File: config.mk
export PLATFORM = sky130hd
export DESIGN_NAME = seq_divider_flat
export DESIGN_NICKNAME = d
export VERILOG_FILES = /design/src/rtl/seq_divider_if.sv /design/src/rtl/seq_divider.sv /design/src/flat_wrapper.sv
export SDC_FILE = /design/constraint.sdc
export NUM_CORES = 1
export LEC_CHECK = 0
export ABC_AREA = 1
export BUFFER_PORTS_ARGS = -buffer_cell sky130_fd_sc_hd__buf_2
export CORE_UTILIZATION = 59
export CTS_BUF_LIST = sky130_fd_sc_hd__clkbuf_4 sky130_fd_sc_hd__clkbuf_8 sky130_fd_sc_hd__clkbuf_16
export DETAILED_ROUTE_END_ITERATION = 10
export GPL_TIMING_DRIVEN = 1
export PLACE_DENSITY_LB_ADDON = 0.15
export SLEW_MARGIN = 40
export SYNTH_ARGS = -nofsm -noshare
export SYNTH_HDL_FRONTEND = slang
export SYNTH_SLANG_ARGS = --single-unit
File: constraint.sdc
create_clock -name clk -period 2.9 [get_ports clk]
set_input_delay 0.58 -clock clk [delete_from_list [all_inputs] [get_ports clk]]
set_output_delay 0.58 -clock clk [all_outputs]
set_load 0.01 [all_outputs]
File: src/rtl/seq_divider_if.sv
// rtl/seq_divider_if.sv - start/busy/done handshake and operand/result bundle for seq_divider
interface seq_divider_if;
    logic       start;
    logic [7:0] dividend;
    logic [1:0] divisor;
    logic [7:0] quotient;
    logic [1:0] remainder;
    logic       busy;
    logic       done;
    logic       div_zero;

    modport master (
        output start, dividend, divisor,
        input  quotient, remainder, busy, done, div_zero
    );

    modport slave (
        input  start, dividend, divisor,
        output quotient, remainder, busy, done, div_zero
    );
endinterface

File: src/rtl/seq_divider.sv
// rtl/seq_divider.sv - 8-bit by 2-bit sequential restoring divider, one quotient bit per clock
module seq_divider (
    input  logic          clk,
    input  logic          rst,
    seq_divider_if.slave  bus
);

    typedef enum logic [1:0] {
        IDLE = 2'd0,
        RUN  = 2'd1,
        DONE = 2'd2
    } state_t;

    state_t     state;
    state_t     state_nxt;

    logic [2:0] count;
    // After each step the partial remainder is below the divisor, so two bits
    // hold it between cycles; only the shifted trial value needs three bits.
    logic [1:0] pr;
    logic [7:0] qsr;
    logic [7:0] dvd_reg;
    logic [1:0] dvs_reg;

    logic [7:0] q_out;
    logic [1:0] r_out;
    logic       dz;

    logic [2:0] t;
    logic       qbit;
    logic [1:0] pr_nxt;
    logic [7:0] qsr_nxt;

    logic       accept;
    logic       accept_zero;
    logic       busy_c;
    logic       done_c;

    // One restoring step: shift in the next dividend bit, subtract if it fits.
    always_comb begin
        t       = {pr, dvd_reg[count]};
        qbit    = (t >= {1'b0, dvs_reg});
        pr_nxt  = qbit ? 2'(t - {1'b0, dvs_reg}) : t[1:0];
        qsr_nxt = {qsr[6:0], qbit};
    end

    // FSM state register.
    always_ff @(posedge clk or posedge rst) begin
        if (rst) begin
            state <= IDLE;
        end else begin
            state <= state_nxt;
        end
    end

    // Next-state and handshake outputs; start only matters in IDLE.
    always_comb begin
        state_nxt   = state;
        busy_c      = 1'b0;
        done_c      = 1'b0;
        accept      = 1'b0;
        accept_zero = 1'b0;
        case (state)
            IDLE: begin
                if (bus.start) begin
                    if (bus.divisor != 2'b00) begin
                        accept    = 1'b1;
                        state_nxt = RUN;
                    end else begin
                        accept_zero = 1'b1;
                        state_nxt   = DONE;
                    end
                end
            end
            RUN: begin
                busy_c = 1'b1;
                if (count == 3'd0) begin
                    state_nxt = DONE;
                end
            end
            DONE: begin
                done_c    = 1'b1;
                state_nxt = IDLE;
            end
            default: begin
                state_nxt = IDLE;
            end
        endcase
    end

    // Operand capture, iteration, and result registers that only move when entering DONE.
    always_ff @(posedge clk or posedge rst) begin
        if (rst) begin
            count   <= 3'd0;
            pr      <= 2'd0;
            qsr     <= 8'd0;
            dvd_reg <= 8'd0;
            dvs_reg <= 2'd0;
            q_out   <= 8'd0;
            r_out   <= 2'd0;
            dz      <= 1'b0;
        end else if (accept) begin
            dvd_reg <= bus.dividend;
            dvs_reg <= bus.divisor;
            pr      <= 2'd0;
            qsr     <= 8'd0;
            count   <= 3'd7;
            dz      <= 1'b0;
        end else if (accept_zero) begin
            q_out <= 8'hFF;
            r_out <= 2'd0;
            dz    <= 1'b1;
        end else if (state == RUN) begin
            pr  <= pr_nxt;
            qsr <= qsr_nxt;
            if (count == 3'd0) begin
                q_out <= qsr_nxt;
                r_out <= pr_nxt;
            end else begin
                count <= count - 3'd1;
            end
        end
    end

    assign bus.quotient  = q_out;
    assign bus.remainder = r_out;
    assign bus.div_zero  = dz;
    assign bus.busy      = busy_c;
    assign bus.done      = done_c;

endmodule
File: src/flat_wrapper.sv
// flat-port wrapper written by rule: the top's interface ports become plain ports
module seq_divider_flat 
  (clk, rst, bus_start, bus_dividend, bus_divisor, bus_quotient, bus_remainder, bus_busy, bus_done, bus_div_zero);
  seq_divider_if bus_i ();
  input  logic clk;
  input  logic rst;
  input wire logic [$bits(bus_i.start)-1:0] bus_start;
  input wire logic [$bits(bus_i.dividend)-1:0] bus_dividend;
  input wire logic [$bits(bus_i.divisor)-1:0] bus_divisor;
  output wire logic [$bits(bus_i.quotient)-1:0] bus_quotient;
  output wire logic [$bits(bus_i.remainder)-1:0] bus_remainder;
  output wire logic [$bits(bus_i.busy)-1:0] bus_busy;
  output wire logic [$bits(bus_i.done)-1:0] bus_done;
  output wire logic [$bits(bus_i.div_zero)-1:0] bus_div_zero;
  assign bus_i.start = bus_start;
  assign bus_i.dividend = bus_dividend;
  assign bus_i.divisor = bus_divisor;
  assign bus_quotient = bus_i.quotient;
  assign bus_remainder = bus_i.remainder;
  assign bus_busy = bus_i.busy;
  assign bus_done = bus_i.done;
  assign bus_div_zero = bus_i.div_zero;
  seq_divider u_core (.clk(clk), .rst(rst), .bus(bus_i));
endmodule
**Word level (Yosys, flattened, before mapping)**

Cells that the tools add are included.

- Register bits: 35
- Input port bits: 13
- Output and inout port bits: 13
- Logic and storage cells: 64

- Add/sub/neg operators: 2
- Magnitude comparators: 2
- Equal/unequal tests: 6
- Mux-type cells: 33
- Bitwise operators: 1
- Reduce and logical (&&, ||, !) cells: 11

Operators by type and width:

| operator | count |
|---|---|
| two-way mux 8 bit | 3 |
| two-way mux 7 bit | 3 |
| two-way mux 2 bit | 10 |
| two-way mux 3 bit | 4 |
| two-way mux 1 bit | 11 |
| nonzero test 2 bit | 5 |
| inequality test 2 x 1 -> 1 bit, second input constant | 3 |
| AND reduction 3 bit | 2 |
| < comparator 3 x 4 -> 1 bit, second input constant | 1 |
| case mux 2 bit (2 select lines) | 1 |
| AND reduction 2 bit | 2 |
| binary-select mux 1 bit (select 3 bit) | 1 |
| greater-or-equal comparator 3 x 2 -> 1 bit | 1 |
| logical NOT 3 bit | 1 |
| subtractor 3 x 1 -> 3 bit, second input constant | 1 |
| == test 2 x 1 -> 1 bit, second input constant | 1 |
| == test 2 bit, second input constant | 1 |
| logical NOT 2 bit | 1 |
| inequality test 2 bit, second input constant | 1 |
| subtractor 2 bit | 1 |
| NOT 1 bit | 1 |

**Logic depth before layout (Yosys ltp)**

- Depth in word-level cells: 7
- Mapped depth: 13
- Gate-level depth less buffers: 13

**Least setup slack after synthesis**

No wires, ideal clock.

- Path kind: register to register
- Start: register u_core.count[0]
- End: register u_core.pr[1]
- Setup time: 0.132 ns
- Arrival: 1.615 ns
- Data required time: 2.768 ns
- Path slack: 1.154 ns
- Stages on the path, launching flop included: 11
- Buffers on the path: 0
- Clock period less this slack: 1.746 ns
- Path through: dfrtp_1 > inv_1 > nand2_1 > nand3_1 > nand3_1 > nand2_1 > ha_1 > a21oi_1 > nand3_1 > o21ai_0 > o22ai_1

- Longest elaborated chain between the ends: 7
- Elaborated cells between the ends (all ways): 8
- Those cells by class: add/sub: 1; order compare: 1; mux: 6

Ends and longest elaborated chain:

| what | line | RTL |
|---|---|---|
| start: declaration | seq_divider.sv:17 | `logic [2:0] count;` |
| start signal: assignment | seq_divider.sv:120 | `count <= count - 3'd1;` |
| binary-select mux 1 bit (select 3 bit) * | seq_divider.sv:41 | `t = {pr, dvd_reg[count]};` |
| two-way mux 1 bit (implied by the code) * | seq_divider.sv:41 |  |
| greater-or-equal comparator 3 x 2 -> 1 bit or subtractor 2 bit (tied branches) | seq_divider.sv:42, seq_divider.sv:43 |  |
| two-way mux 2 bit * | seq_divider.sv:43 | `pr_nxt = qbit ? 2'(t - {1'b0, dvs_reg}) : t[1:0];` |
| two-way mux 2 bit * | seq_divider.sv:113 | `end else if (state == RUN) begin` |
| two-way mux 2 bit * | seq_divider.sv:109 | `end else if (accept_zero) begin` |
| two-way mux 2 bit * | seq_divider.sv:102 | `end else if (accept) begin` |
| end signal: assignment | seq_divider.sv:114 | `pr <= pr_nxt;` |
| end: declaration | seq_divider.sv:20 | `logic [1:0] pr;` |

Mark *: on every way between the ends. The rest lies on a longest branch, timed or not. The select of a mux whose other input is x is not followed.
A chain may end at the register's enable or synchronous reset.

**Final worst setup path**

Ends and elaborated chain as after synthesis.

==> results.cfg <==
[critical_path]
critPathLaunchType = flop
timing.rr.start = u_core.count[0]
ff2ff_setup_slack_ns = 0.80
cp.arrival_ns = 2.30
startpoint = u_core.count[0]
reg2reg_depth = 10
critPathMaxFanout = 8
cp-end-kind = flop
crit_type = reg -> reg
required_ns = 3.10
timing.rr.end = u_core.pr[1]

[power]
p_per_area_mw_per_mm2 = 1130
leakagePower_uw = 0.000922
ir_drop_mv = 0.733

[timing]
rsz0062_at_grt = false
drv_slew = 0
worstMarginPinSlew_ns = 0.681
final.setup.tns_ns = 0
setup_violations = 0
clock_skew_ns = 0.00895
fin_crit_sh_pct = 72.5
final_hold_viol_count = 0
max_freq_mhz = 475
hold_slack_ns = 0.343
period_minus_slack_ns = 2.10
slew-limit-headroom_pct = 54.5

[finish]
final_layout_size_suffix_gt1_share_pct = 23.0
fillCellCount = 216
num_antenna_cells = 0
syn2layout_area_growth_pct = 12.3
nets = 222
fin_area_mm2 = 0.00180
postLayoutCoreUtil_pct = 71.5

[clocking]
cts_tree = done
path_clk_slew_ns = 0.10
htree_levels = 2
root_buffer = clkbuf_4
post_cts_resized = 0
clk-insertion-delay-late_ns = 0.32
hold_buffers = 0
cts_sinks = 35
clockBufferDepth = 2
cts_setup_buffers = 0
cts_made_buffers = 5

[run]
max_cap_violations = 0

[grt]
grt-ovfl-total = 0
grt_pass1_wl_um = 5200
antenna_found_initial = 0
grt.total_usage_pct = 25.5
grt_pass1_vias = 1194
grt_max_degree = 22

[detailed_routing]
drtPass1Iterations = 4
wire_per_inst_um = 13.3
wl_um = 3110
drt_iter0_drc = 19
ant_nets = 0
via_per_inst = 5.30
route.detailed.drc = 0
routed-via-count = 1241

[worst_hold_path]
hold_path.class = in -> async

[logic_synthesis]
synth_cells = 175
synth.distinct_cells = 22
synth_fp_nets = 192
synthArstFlopShare_pct = 100
ys_warn_count = 0
synth_area_mm2 = 0.00161
ys_seq_area_share_pct = 54.5
synth_edf_count = 0
synthFlopType = dfrtp_1
syn_avg_cell_area_um2 = 9.18
ys_seq_elements = 35

[floorplan]
io_pins = 26
rows = 18
core_area_mm2 = 0.00252
die_h_um = 54.2
die_area_mm2 = 0.00294
start_util_pct = 63.7
die_x_um = 54.2

[place]
io_buffers = 25
postPlaceCellArea_mm2 = 0.00176
gp_congestion = 0.798
place_hpwl_um = 2330

[run_status]
status = finished clean
## metal layers
metal	global-route usage (%)	vias up	wire length [um]
met5	0	-	0
met4	6.41	0	36
met3	5.93	4	88
met2	43.5	19	1540
met1	32.3	600	1440
li1	-	618	-
## power by group
part / leakage [uW] / internal (uW) / total, uW / switching [uW]
combinational: 0.000478 / 349 / 984 / 635
sequential: 0.000416 / 709 / 818 / 109
clock: 0.0000276 / 95.5 / 236 / 140
## metrics by stage
step | std cells | power, uW | setup WS [ns]
after global placement | 228 | 1740 | 0.966
after floorplan | 175 | 1540 | 1.15
after detailed placement | 228 | 1800 | 0.866
after CTS | 234 | 2040 | 0.844
after global routing | 234 | 2230 | 0.592
final | 234 | 2040 | 0.796
## kinds of logic (layout without fill, tap and decap cells)
kind of cell             count (synthesis)  count (layout)  share of synthesized area (%)
flip-flops                              35              35                           54.5
AO/OA/AOI/OAI                           33              33                           12.6
AND/OR/NAND/NOR                         69              69                           20.8
adder cells (fa/ha/maj)                  4               4                           3.12
buffers and inverters                   33              62                           8.41
XOR/XNOR                                 1               1                          0.545
## synth_stat cells, types with 2 or more instances
cell	n	area (um^2)
o21ai_0	18	90.1
buf_2	2	10.0
inv_1	26	97.6
nand3_1	19	95.1
nor2_1	11	41.3
a21oi_1	2	10.0
inv_4	2	12.5
inv_2	2	7.51
dfrtp_1	35	876
o22ai_1	3	18.8
nor2_8	2	40.0
nand2_1	35	131
ha_1	4	50.1
a21oi_2	6	52.6
## cells in the final DEF (no fill, tap or decap)
cell type | synthesis | layout
nand2_1 | 35 | 35
dfrtp_1 | 35 | 35
inv_1 | 26 | 26
buf_2 | 2 | 25
nand3_1 | 19 | 19
o21ai_0 | 18 | 18
nor2_1 | 11 | 11
a21oi_2 | 6 | 6
clkbuf_4 | 0 | 6
ha_1 | 4 | 4
o22ai_1 | 3 | 3
inv_2 | 2 | 2
nor2_8 | 2 | 2
inv_4 | 2 | 2
a21oi_1 | 2 | 2
nand2_8 | 1 | 1
o211ai_2 | 1 | 1
nand2_2 | 1 | 1
o211ai_1 | 1 | 1
xor2_1 | 1 | 1
o21ai_1 | 1 | 1
a31oi_1 | 1 | 1
buf_4 | 1 | 1
## critical path, cell delays in order (launching register included)
cell and delay (ns):
dfrtp_1 0.43, inv_1 0.20, nand2_1 0.08, nand3_1 0.08, nand3_1 0.08, nand2_1 0.09, ha_1 0.24, a21oi_1 0.14
nand3_1 0.22, o21ai_0 0.32, o22ai_1 0.11
## worst max path at each step
| stage | to | slack (ns) |
|---|---|---|
| 3_5_place_dp | u_core.count[0] | 0.87 |
| 2_1_floorplan | u_core.pr[1] | 1.15 |
| 5_1_grt | u_core.pr[1] | 0.59 |
| 3_3_place_gp | u_core.count[0] | 0.97 |
| 4_1_cts | u_core.pr[1] | 0.84 |
| 6_report | u_core.pr[1] | 0.80 |
## cell type report
type                    instances  area [um^2]  share of cell area, %
clock buffers                   6         45.0                   2.50
flip-flops and latches         35          876                   48.5
well taps                      30         37.5                   2.08
repair buffers                 26          133                   7.35
inverters                      30          118                   6.52
multi-input cells             107          596                   33.0
Note: power is estimated with default switching activity, not from simulation.
